**src/rtl/fifo_wr_arbiter.sv**
```systemverilog
// rtl/fifo_wr_arbiter.sv - round-robin burst write arbiter in front of the circular FIFO write port
module fifo_wr_arbiter #(
    parameter int NREQ  = 4,
    parameter int DW    = 8,
    parameter int BURST = 4
) (
    input  logic               clk,
    input  logic               rst,
    input  logic [NREQ-1:0]    req,
    input  logic [NREQ*DW-1:0] wdata,
    output logic [NREQ-1:0]    ack,
    output logic [NREQ-1:0]    grant,
    input  logic               fifo_full,
    output logic               fifo_wr_en,
    output logic [DW-1:0]      fifo_din,
    output logic               busy,
    output logic [3:0]         beat_cnt
);

    localparam int IW = (NREQ > 1) ? $clog2(NREQ) : 1;
    localparam logic [3:0] LAST_BEAT = 4'(BURST - 1);

    typedef enum logic {IDLE, XFER} state_t;

    state_t          state, state_nxt;
    logic [NREQ-1:0] grant_nxt;
    logic [3:0]      cnt_nxt;
    logic [IW-1:0]   last, last_nxt;
    logic [IW-1:0]   gidx;
    logic [IW-1:0]   sel_idx;
    logic            sel_found;

    always_comb begin
        gidx = '0;
        for (int i = 0; i < NREQ; i++) begin
            if (grant[i]) gidx = IW'(i);
        end
    end

    // Search starts just above the last served requester so it ends up lowest priority.
    always_comb begin
        sel_idx   = '0;
        sel_found = 1'b0;
        for (int k = 1; k <= NREQ; k++) begin
            if (!sel_found && req[(int'(last) + k) % NREQ]) begin
                sel_found = 1'b1;
                sel_idx   = IW'((int'(last) + k) % NREQ);
            end
        end
    end

    assign busy       = (state == XFER);
    assign fifo_wr_en = busy & req[gidx] & ~fifo_full;
    assign fifo_din   = busy ? wdata[int'(gidx)*DW +: DW] : '0;
    assign ack        = fifo_wr_en ? grant : '0;

    always_comb begin
        state_nxt = state;
        grant_nxt = grant;
        cnt_nxt   = beat_cnt;
        last_nxt  = last;
        case (state)
            IDLE: begin
                if (sel_found) begin
                    state_nxt = XFER;
                    grant_nxt = NREQ'(1) << sel_idx;
                    cnt_nxt   = '0;
                end
            end
            XFER: begin
                if (!req[gidx] || (fifo_wr_en && beat_cnt == LAST_BEAT)) begin
                    state_nxt = IDLE;
                    grant_nxt = '0;
                    cnt_nxt   = '0;
                    last_nxt  = gidx;
                end else if (fifo_wr_en) begin
                    cnt_nxt = beat_cnt + 4'd1;
                end
            end
        endcase
    end

    always_ff @(posedge clk or negedge rst) begin
        if (!rst) begin
            state    <= IDLE;
            grant    <= '0;
            beat_cnt <= '0;
            last     <= IW'(NREQ - 1);
        end else begin
            state    <= state_nxt;
            grant    <= grant_nxt;
            beat_cnt <= cnt_nxt;
            last     <= last_nxt;
        end
    end

endmodule

```
**config.mk**
```make
export PLATFORM = sky130hd
export DESIGN_NAME = fifo_wr_arbiter
export DESIGN_NICKNAME = d
export VERILOG_FILES = /design/src/rtl/fifo_wr_arbiter.sv
export SDC_FILE = /design/constraint.sdc
export NUM_CORES = 1
export LEC_CHECK = 0
export ABC_AREA = 1
export CAP_MARGIN = 10
export CORE_ASPECT_RATIO = 1.1
export CORE_UTILIZATION = 35
export CTS_CLUSTER_DIAMETER = 150
export CTS_CLUSTER_SIZE = 12
export DETAILED_ROUTE_END_ITERATION = 6
export GPL_ROUTABILITY_DRIVEN = 1
export PLACE_DENSITY = 0.79
export SYNTH_ARGS = -nofsm -noshare
export SYNTH_HDL_FRONTEND = slang
export SYNTH_SLANG_ARGS = --single-unit
```
**constraint.sdc**
```tcl
create_clock -name clk -period 2.9 [get_ports clk]
set_input_delay 0.29 -clock clk [delete_from_list [all_inputs] [get_ports clk]]
set_output_delay 0.29 -clock clk [all_outputs]
set_load 0.005 [all_outputs]
```
* After elaboration in Yosys (flattened, before gate mapping) *
Index checks and enable logic that the tools add are counted.

word-level totals
  word-level logic and storage cells = 81
  output and inout bits = 22
  input bits = 39
  register bits = 11

operators by class
  add/subtract/negate cells = 5
  reduce and logical (&&, ||, !) cells = 16
  order comparisons = 5
  shift operators = 2
  equality and inequality tests = 4
  bitwise gates (word level) = 8
  multiplexer cells = 37

operator list
  kind                                                         count
  indexed part select 32 x 6 -> 8 bit                          1
  two-way mux 4 bit                                            6
  less-than comparator 3 x 4 -> 1 bit (second input constant)  4
  two-way mux 1 bit                                            16
  case mux 4 bit (2 select lines)                              2
  two-way mux 2 bit                                            6
  binary-select mux 1 bit (select 2 bit)                       5
  two-way mux 8 bit                                            1
  OR reduction 2 bit                                           4
  AND reduction 2 bit                                          3
  adder 2 x 1 -> 2 bit (second input constant)                 2
  adder 2 bit (second input constant)                          2
  adder 4 x 1 -> 4 bit (second input constant)                 1
  bitwise AND 1 bit (first input constant)                     4
  equality test 4 x 2 -> 1 bit (second input constant)         1
  logical AND 1 bit                                            4
  logical NOT 1 bit                                            4
  left shift 1 x 2 -> 4 bit (first input constant)             1
  less-than comparator 2 x 3 -> 1 bit (second input constant)  1
  != test 3 x 2 -> 1 bit (second input constant)               1
  bitwise AND 1 bit                                            2
  != test 2 x 1 -> 1 bit (second input constant)               1
  != test 2 bit (second input constant)                        1
  NOT 1 bit                                                    2
  2 further kinds                                              2

* Logic depth before layout (Yosys ltp) *
  depth after elaboration = 19
  mapped depth = 12
  depth with buffers taken out = 12

* Worst setup path after synthesis *
No wires, ideal clock.

  path type = register -> output
  start = reg grant[2]
  end = out fifo_din[0]
  data arrival time = 1.243 ns
  slack = 1.367 ns
  stages on the path, launching flop included = 6
  data required time = 2.610 ns
  buffers on the path = 0
  cells stage by stage = dfrtp_1 -> nor2_2 -> clkinv_1 -> nor2_1 -> o21ai_1 -> a21oi_1

on the way
  longest elaborated chain between the ends = 4

ends and longest elaborated chain
  what                                 RTL line  text
  start: declaration                   12        output logic [NREQ-1:0] grant,
  start signal: assignment             91        grant <= grant_nxt;
  two-way mux 2 bit (2 in a row)       36        if (grant[i]) gidx = IW'(i);
  indexed part select 32 x 6 -> 8 bit  54        assign fifo_din = busy ? wdata[int'(gidx)*DW +: DW] : '0;
  two-way mux 8 bit                    54
  end: declaration                     15        output logic [DW-1:0] fifo_din,

No other way between the ends.

* Worst setup path after layout *
  start = reg grant[1]
  end = out ack[1]

on the way
  longest elaborated chain between the ends = 8

ends and longest elaborated chain
  what                                     RTL line  text
  two-way mux 1 bit                        36
  two-way mux 2 bit (2 in a row)           36
  binary-select mux 1 bit (select 2 bit)   53        assign fifo_wr_en = busy & req[gidx] & ~fifo_full;
  two-way mux 1 bit (not written as such)  53
  bitwise AND 1 bit (2 in a row)           53
  two-way mux 4 bit *                      55        assign ack = fifo_wr_en ? grant : '0;
  end: declaration                         11        output logic [NREQ-1:0] ack,

Every way passes the cells marked *; elsewhere a longest branch is shown, timed or not. The select of a mux whose other input is x is not followed.

==> results_dict.tcl <==
set metrics [dict create \
    status "finished, final reports clean" \
    skew_ns 0.005327 \
    path_clk_slew_ns 0.07 \
    avgSynthCellArea_sq_um 6.120 \
    h-tree-depth 1 \
    vias 1461 \
    crit_start "grant[1]" \
    post_cts_buffers 0 \
    synth.top_cells.by_count "nand2_1 (51), nor2_1 (37), inv_1 (14)" \
    worstSetupStartpointType "register" \
    synth.most_common_cell "nand2_1" \
    ir_drop_mv 0.3670 \
    slew_headroom 0.6774 \
    p_per_area_nw_per_um2 772.8 \
    cp-end-kind "primary output" \
    synth_top_area_frac 0.1822 \
    layout-drive-gt1-share 0.1533 \
    cts_sinks 11 \
    finalNetCount 302 \
    grt_usage 0.2026 \
    grt_pass1_vias 1377 \
    yosysTopAreaCell "dfrtp_1" \
    clock_latency_ns 0.27 \
    grt_max_degree 14 \
    grt_use_met2 0.3649 \
    grt_pass1_wl_microns 5954 \
    finalHoldViolations 0 \
    grtUsageMet1 0.2460 \
    cts_buffers 3 \
    rows 22 \
    reg2reg_depth 11 \
    hpwl_microns 2940 \
    slew_violations 0 \
    die_area_sq_um 3774 \
    port_buffers 60 \
    setup_tns_ns 0 \
    crit_type "reg2out" \
    yosysWarnings 0 \
    cts-root-buf "clkbuf_4" \
    rsz0062_at_grt "no" \
    dp.cells 305 \
    dpl_worst_slack_ns 0.3685 \
    hold_buffers 0 \
    start_util 0.3681 \
    async_reset_ff_frac 1.000 \
    ys_seq_elements 11 \
    synth.area.top_cells "dfrtp_1 (18%), nand2_1 (15%), nor2_1 (11%)" \
    cts_tree "yes" \
    required_ns 2.61 \
    grt_overflow 0 \
    synth.distinct_cells 30 \
    core_area_sq_um 3358 \
    routabilityCongestion 0.8543 \
    antenna_left 0 \
    synth_edf_count 0 \
    wl_per_cell_microns 11.57 \
    p_leak_nw 0.8706 \
    hp-class "in2async" \
    viasPerCell 4.728 \
    crit_arrival_ns 2.42 \
    instances_no_fill 309 \
    fp.dieW_microns 58.67 \
    syn_area_sq_um 1236 \
    wl_microns 3575 \
    synthToLayoutAreaGrowth_pct 52.43 \
    top_usage_layer "met2" \
    synth_ff_type "dfrtp_1" \
    fillCellCount 358 \
    drc 0 \
    setup-violations-final 0 \
    clock_path_buffers 2 \
    met3_usage 0.03239 \
    io_pins 61 \
    worst_pin_slew_ns 0.4834 \
    finalCriticalPeriod_ns 2.712 \
    finalCritPeriodShare 0.9351 \
    postCtsResizedCells 0 \
    dieHeight_microns 64.33 \
    ys_seq_area_frac 0.2247 \
    synth_cells 202 \
    firstDrtPassIters 4 \
    drtIter0Drc 34 \
    syn_nets 242 \
    antenna_found_initial 0 \
    crit_path_max_fanout 13 \
    fmax_mhz 368.8 \
    seqCellArea_sq_um 279.0 \
    timing.rr.start "grant[1]" \
    cap_viol_max_count 0 \
    worst_slack_ns 0.1883 \
    antenna_cells 0 \
    multi_input_area_sq_um 832.0 \
]
==> final timing paths <==
kind                            slack (ns)     endpoint
max in group asynchronous             2.21     grant[1]
worst min-delay path                  0.34  beat_cnt[2]
worst max-delay path                  0.19       ack[1]
worst min register to register        0.50      last[1]
worst max register to register        1.02      last[0]
min in group clk                      0.50      last[1]
==> sequential cells by signal, indices dropped and copies added, names as in the netlist <==
signal and count:
grant 4, busy 1, beat_cnt 4, last 2
==> metal layers <==
metal,up-vias,share of wire
li1,759,-
met1,664,0.41
met2,30,0.54
met3,8,0.030
met4,0,0.015
met5,-,0
==> per-stage QoR <==
stage / area [sq um] / total power [mW] / hold slack [ns] / utilization
2_1_floorplan: 1236 / 0.9931 / -0.005591 / -
3_3_place_gp: 1857 / 1.348 / 0.4918 / 0.5529
3_5_place_dp: 1857 / 1.359 / 0.4915 / 0.5529
4_1_cts: 1883 / 1.467 / 0.3540 / 0.5607
5_1_grt: 1884 / 1.601 / 0.3841 / 0.5611
6_report: 1884 / 1.456 / 0.3401 / 0.5611
==> cell usage in the layout, fill, tap and decap left out <==
cell and n:
clkdlybuf4s50_1 60, dfstp_2 2, nand3_2 3, nand2_1 51
nand4_1 1, dfrtp_1 8, o21ai_2 2, nand2_2 12
o21bai_2 1, ha_1 1, o21bai_1 2, o21ai_1 10
nor2_1 37, nor2_8 1, clkbuf_1 1, dfrtp_2 1
nand3_4 1, clkinv_1 1, nor2_2 2, nand2_4 2
inv_1 14, a21oi_1 10, nand3_1 13, o22ai_2 1
o2111ai_1 1, o21ai_0 9, nand4_2 1, clkbuf_4 3
inv_2 8, xor2_1 2
==> power by group <==
| group | leakage, nW | switching, mW | internal [mW] |
|---|---|---|---|
| Clock | 0.0150 | 0.0487 | 0.0533 |
| Combinational | 0.716 | 0.610 | 0.470 |
| Sequential | 0.139 | 0.0704 | 0.204 |
==> critical path, stage by stage (launching register included) <==
cell,delay [ns]
dfrtp_2,0.52
nand2_1,0.11
nand2_1,0.29
nand2_1,0.09
nand2_1,0.11
nand2_1,0.08
nor2_2,0.15
nand2_4,0.10
nor2_1,0.17
clkdlybuf4s50_1,0.53
==> area by class of cell <==
type / count / area share
multi-input combinational: 163 / 0.4416
clock buffer: 4 / 0.01394
timing repair buffer: 60 / 0.3187
tap: 48 / 0.03187
sequential: 11 / 0.1481
inverter: 23 / 0.04582
==> logic make-up after synthesis <==
family,after synthesis,synth area share
and+or+nand+nor,124,0.4787
AOI/OAI and AO/OA,36,0.1700
buffers and inverters,28,0.1022
DFF,11,0.2247
xor gates and xnor gates,2,0.01417
adders and majority gates,1,0.01012
Power figures use the tool's default switching activity.
